$ cat src/rtl/result_monitor.sv
// rtl/result_monitor.sv - first-word fall-through result FIFO with saturating overflow/drop counters
module result_monitor #(
  parameter int WIDTH     = 32,
  parameter int DEPTH     = 4,
  parameter int CNT_WIDTH = 16
) (
  input  logic                 i_clk,
  input  logic                 i_rst,
  input  logic                 i_sample,
  input  logic [WIDTH-1:0]     i_value,
  input  logic                 i_overflow,
  input  logic                 i_clear,
  output logic                 o_valid,
  input  logic                 i_ready,
  output logic [WIDTH-1:0]     o_data,
  output logic                 o_data_ovf,
  output logic                 o_full,
  output logic                 o_empty,
  output logic [CNT_WIDTH-1:0] o_ovf_count,
  output logic [CNT_WIDTH-1:0] o_drop_count
);

  localparam int AW = $clog2(DEPTH);
  localparam logic [AW:0] FULL_OCC = DEPTH[AW:0];

  logic [WIDTH:0]         r_mem [DEPTH];
  logic [AW-1:0]          r_wptr;
  logic [AW-1:0]          r_rptr;
  logic [AW:0]            r_occ;
  logic [CNT_WIDTH-1:0]   r_ovf_cnt;
  logic [CNT_WIDTH-1:0]   r_drop_cnt;

  logic w_push;
  logic w_pop;
  logic w_drop;

  assign o_empty = (r_occ == '0);
  assign o_full  = (r_occ == FULL_OCC);
  assign o_valid = !o_empty;

  assign w_pop  = o_valid && i_ready;
  assign w_push = i_sample && (!o_full || w_pop);
  assign w_drop = i_sample && !w_push;

  // Head is read straight from storage so a pushed entry shows one cycle later.
  assign {o_data_ovf, o_data} = r_mem[r_rptr];

  always_ff @(posedge i_clk) begin
    if (w_push) begin
      r_mem[r_wptr] <= {i_overflow, i_value};
    end
  end

  always_ff @(posedge i_clk or posedge i_rst) begin
    if (i_rst) begin
      r_wptr <= '0;
      r_rptr <= '0;
      r_occ  <= '0;
    end else begin
      if (w_push) r_wptr <= r_wptr + 1'b1;
      if (w_pop)  r_rptr <= r_rptr + 1'b1;
      if (w_push && !w_pop) begin
        r_occ <= r_occ + 1'b1;
      end else if (w_pop && !w_push) begin
        r_occ <= r_occ - 1'b1;
      end
    end
  end

  // Clear wins over any increment; both counters stick at all-ones.
  always_ff @(posedge i_clk or posedge i_rst) begin
    if (i_rst) begin
      r_ovf_cnt  <= '0;
      r_drop_cnt <= '0;
    end else if (i_clear) begin
      r_ovf_cnt  <= '0;
      r_drop_cnt <= '0;
    end else begin
      if (i_sample && i_overflow && !(&r_ovf_cnt)) r_ovf_cnt <= r_ovf_cnt + 1'b1;
      if (w_drop && !(&r_drop_cnt))                r_drop_cnt <= r_drop_cnt + 1'b1;
    end
  end

  assign o_ovf_count  = r_ovf_cnt;
  assign o_drop_count = r_drop_cnt;

endmodule

$ cat config.mk
export PLATFORM = sky130hd
export DESIGN_NAME = result_monitor
export DESIGN_NICKNAME = d
export VERILOG_FILES = /design/src/rtl/result_monitor.sv
export SDC_FILE = /design/constraint.sdc
export NUM_CORES = 1
export LEC_CHECK = 0
export CELL_PAD_IN_SITES_DETAIL_PLACEMENT = 0
export CELL_PAD_IN_SITES_GLOBAL_PLACEMENT = 1
export CORE_MARGIN = 3
export CORE_UTILIZATION = 30
export CTS_BUF_LIST = sky130_fd_sc_hd__clkbuf_8
export DETAILED_ROUTE_END_ITERATION = 7
export PLACE_DENSITY = 0.54
export SYNTH_ARGS = -nofsm -noshare
export SYNTH_HDL_FRONTEND = slang
export SYNTH_SLANG_ARGS = --single-unit
$ cat constraint.sdc
create_clock -name i_clk -period 2.15 [get_ports i_clk]
set_input_delay 0.3225 -clock i_clk [delete_from_list [all_inputs] [get_ports i_clk]]
set_output_delay 0.3225 -clock i_clk [all_outputs]
set_load 0.02 [all_outputs]
# == Yosys cells after proc, flatten, opt, wreduce, memory -nomap -nowiden ==
# Memories as Yosys holds them, arrays and structs flattened.
# Index checks and enable logic that the tools add are counted.
# op_classes
addsub,6
eq_ne,1
mux,8
reduce_logical,21
# ops
operator,n
$mux W16,4
$add A16 B1 Y16 const B,2
$reduce_and A16 Y1,2
$logic_and A1 B1 Y1,8
$logic_not A1 Y1,6
$mux W3,2
$reduce_bool A2 Y1,3
$add A2 B1 Y2 const B,2
$add A3 B1 Y3 const B,1
$eq A3 B3 Y1 const B,1
$logic_not A3 Y1,1
$sub A3 B1 Y3 const B,1
$mux W1,2
$logic_or A1 B1 Y1,1
# totals
register_bits,39
mem_bits_rw,132
out_inout_bits,68
wordCells,42
memories,1
# memory_table
memory,depth,word_bits,read_ports,rd_clocked_by_memory_dff,wr,line,source
r_mem,4,33,1,0,1,26,logic [WIDTH:0] r_mem [DEPTH];

# == Logic depth before layout (Yosys ltp) ==
# logic_depth
word_depth,10
ltp_mapped,9
ltp_nobuf,8

# == Worst setup path after synthesis ==
# Ideal clock, no wire load.
# synth_timing
kind,register to register
from,reg r_occ[0]
to,reg r_occ[2]
setup_ns,0.079
t_arrival_ns,2.103
t_required_ns,2.071
slack_ns,-0.032
path_stages_with_launch,9
path_cell_list,dfrtp_1 -> or3_1 -> nand2_1 -> ha_1 -> inv_1 -> fa_1 -> xor2_1 -> nor2_1 -> xor2_1
# synth_between
elab_chain_len,8
elab_cells_between_ends,16
classes_between,add/sub: 2; eq/ne: 1; mux: 2; reduce/logical: 11
# synth_lines
element,line,source
"start, declared",29,logic [AW:0] r_occ;
"start signal, assigned",63,r_occ <= r_occ + 1'b1;
"start signal, assigned",65,r_occ <= r_occ - 1'b1;
$logic_not A3 Y1 (*),37,assign o_empty = (r_occ == '0);
$logic_not A1 Y1 (*),39,assign o_valid = !o_empty;
net o_valid,13,"output logic o_valid,"
$logic_and A1 B1 Y1 (*),41,assign w_pop = o_valid && i_ready;
$logic_or A1 B1 Y1,42,assign w_push = i_sample && (!o_full || w_pop);
$logic_and A1 B1 Y1,42,
$logic_not A1 Y1,64,end else if (w_pop && !w_push) begin
$logic_and A1 B1 Y1,64,
$reduce_bool A2 Y1 (no line),n/a,
# The timed path passes the listed nets; every way through them passes the cells marked *. The select of a mux whose other input is x is not followed.
# A chain may end at the register's enable or synchronous reset.

# == Worst setup path in the final report ==
# layout_timing
from,reg r_rptr[0]
to,out o_data[4]
# layout_between
elab_chain_len,1
# layout_lines
element,line,source
"start, declared",28,logic [AW-1:0] r_rptr;
"start signal, assigned",61,if (w_pop) r_rptr <= r_rptr + 1'b1;
$mem_v2 Z4 W33,n/a,
"end, declared",15,"output logic [WIDTH-1:0] o_data,"
# Every way passes these cells.

==> results.md <==
- R2R Path Start: r_occ[0]$_DFFE_PP0P_
- First-pass DRT Iterations: 4
- Critical Path RT: 1.83 ns
- Critical path class: register to output port
- Type of origin of the critical path: register
- Final WL: 15.9 mm
- Initial DRC count: 182
- Number of synthesis warnings: 0
- Failing checks: negative setup slack
- Die Area: 0.0254 mm²
- Most area-consuming cells after synthesis: edfxtp_1 56%, dfrtp_1 14%, mux4_2 11%
- IO buf count: 105
- Synth area leader: edfxtp_1
- DP Worst Slack: -0.114 ns
- Std cell rows: 55
- Final HPWL DP: 10.2 mm
- Vias: 4338
- Core Util, Final: 41.0%
- CTS max path bufs: 2
- Maxcap violations: 0
- Final Power: 10.8 mW
- RSZ-0062 raised after global routing: true
- Reg2reg setup slack: 0.12 ns
- Largest net degree at the start of global routing: 40
- Peak Freq: 455 MHz
- Post-synth top area share: 56.1%
- Final Hold Viols: 0
- Most common cell in the netlist: edfxtp_1
- CORE AREA: 0.0229 mm²
- Status: finished, violations left
- Nets: 621
- Slew margin rel.: 63.0%
- Static Leakage: 3.26 nW
- Die Span X: 159 µm
- Slew Viols, Final: 0
- Worst vdd ir: 0.413 mV
- Final period util: 102%
- Layout cells sized above 1: 28.7%
- Remaining antenna violation count after routing: 0
- Clk Latency, worst-skew pair: 0.44 ns
- Area of the mapped netlist: 0.00706 mm²
- Initial core utilization: 30.8%
- Setup Viol. Count Final: 17
- WL/cell: 17.6 µm
- Vias in the first global route: 4577
- CTS root buf: clkbuf_8
- Clk sinks: 171
- CP endpoint kind: output port
- Reg-to-Reg End: r_occ[2]$_DFFE_PP0P_
- CTS buffer count: 17
- Top FF cell, synth: edfxtp_1
- H-tree depth: 4
- TritonCTS clock tree: yes
- # hold bufs at CTS: 0
- Total area of sequential cells: 0.00494 mm²
- Non-filler cells in the finished layout: 901
- PD cells: 1150 mW/mm²
- Hold WC Path Type: primary input to asynchronous set/reset pin
- #FFs+latches synth: 171
- Crit path max fanout: 6
- Multi-input gate area: 0.00200 mm²
- Drt drc: 0
- Layout area overhead: 33.1%
- Placed instance count: 852
- Filler instances: 2138
- Fin crit period: 2.20 ns
- RD Place Congestion: 0.777
- Setup ws final: -0.0463 ns
- Avg Cell Area, Syn: 17.0 µm²
- Post-synth EDFFs: 132
- Reg2Reg Depth: 8
- # IOs: 106
- GRT Total Usage: 12.6%
- Async S/R FF share, synth: 22.8%
- Synth Instances: 416
- N_diodes: 0
- Global route total overflow: 0
- Clk slew on worst S/H paths: 0.10 ns
- Sequential area share after synthesis: 70.0%
- Distinct cells, synth: 42
- First-pass GRT wire length: 25.4 mm
- Initial antenna violation count: 0
- Arrival @ worst endpoint: 1.87 ns
- Setup Skew: 0.0119 ns
- Commonest cells post-synth: 132 x edfxtp_1, 39 x dfrtp_1, 33 x mux4_2
- Via/cell ratio: 4.81
- Post-Syn Nets: 462
- Die Span Y: 159 µm
- Tightest Pin Transition: 0.555 ns
-- layer usage --
metal / share of wire, % / vias to the layer above / global-route usage [%]
met5: 0 / - / 0
met3: 4.9 / 7 / 3.51
met4: 0.64 / 0 / 2.63
li1: - / 2013 / -
met1: 46 / 2188 / 17.3
met2: 48 / 130 / 20.3
-- critical path, stage by stage, from the launching register on --
cell	delay, ns
dfrtp_2	0.50
buf_12	0.16
buf_6	0.09
mux4_2	0.53
buf_6	0.16
-- cell type report --
cell class,count,share of cell area (%)
clock buffer,17,2.49
sequential,171,52.6
timing repair buffer,159,17.3
tap,313,4.17
inverter,10,0.399
multi-input combinational,216,21.3
clock inverter,15,1.76
-- cell families (layout without fill, tap and decap cells) --
family          Yosys count  in the layout  synth area share, %
fa+ha+maj                 8              8                 1.52
simple gates            107            107                 9.50
flops                   171            171                 70.0
compound gates           57             57                 4.98
mux                      38             38                 11.3
buf+inv                  29            201                 2.00
xor+xnor                  6              6                0.744
-- stage by stage --
step | hold WS (ns) | cell area, µm² | setup TNS, ns
floorplan | 0.421 | 7070 | 0
global placement | 0.499 | 8780 | -0.164
detailed placement | 0.514 | 8780 | -0.499
CTS | 0.318 | 9360 | -2.25
global route | 0.349 | 9400 | -2.98
finish | 0.316 | 9400 | -0.380
-- power by group --
| part | total, mW | switching [mW] | internal [mW] |
|---|---|---|---|
| Combinational | 4.19 | 1.97 | 2.22 |
| Clock | 2.27 | 1.21 | 1.06 |
| Sequential | 4.36 | 0.190 | 4.17 |
-- sequential cells by signal (all words and copies together) (netlist names) --
signal / cells
r_rptr: 2
r_mem: 132
r_wptr: 2
r_occ: 3
o_drop_count: 16
o_ovf_count: 16
-- worst max-delay path by stage --
stage                          start               endpoint  cells past startpoint
6_report       r_rptr[0]$_DFFE_PP0P_              o_data[4]                      4
5_1_grt        r_rptr[0]$_DFFE_PP0P_              o_data[4]                      4
3_5_place_dp                i_sample   r_occ[2]$_DFFE_PP0P_                      8
4_1_cts        r_rptr[0]$_DFFE_PP0P_             o_data[27]                      4
3_3_place_gp                i_sample   r_occ[2]$_DFFE_PP0P_                      8
2_1_floorplan   r_occ[0]$_DFFE_PP0P_  r_mem[0][0]$_DFFE_PP_                      4
-- repair_timing --
action                                  in CTS  in global routing
gates cloned                                 2                  0
endpoints found under the setup margin      36                 34
gates resized for setup                    201                 12
buffers inserted                            11                  6
-- cells in the final DEF (no fill, tap or decap), drive strengths merged, types with 3 or more instances in the layout --
cell type        n
and2             5
inv             17
mux4            33
nand2           16
and3             4
or4             20
xnor2            4
nor3             4
o21ai            9
clkbuf          18
a21oi           25
mux2             4
clkdlybuf4s50   69
o31ai           16
dfrtp           39
nand4            9
and4             5
nor2             8
ha               7
or3              7
nor2b            4
buf             87
edfxtp         132
nand3           18
nor4             4
clkinv           4
o41ai            3
Power figures use the tool's default switching activity.
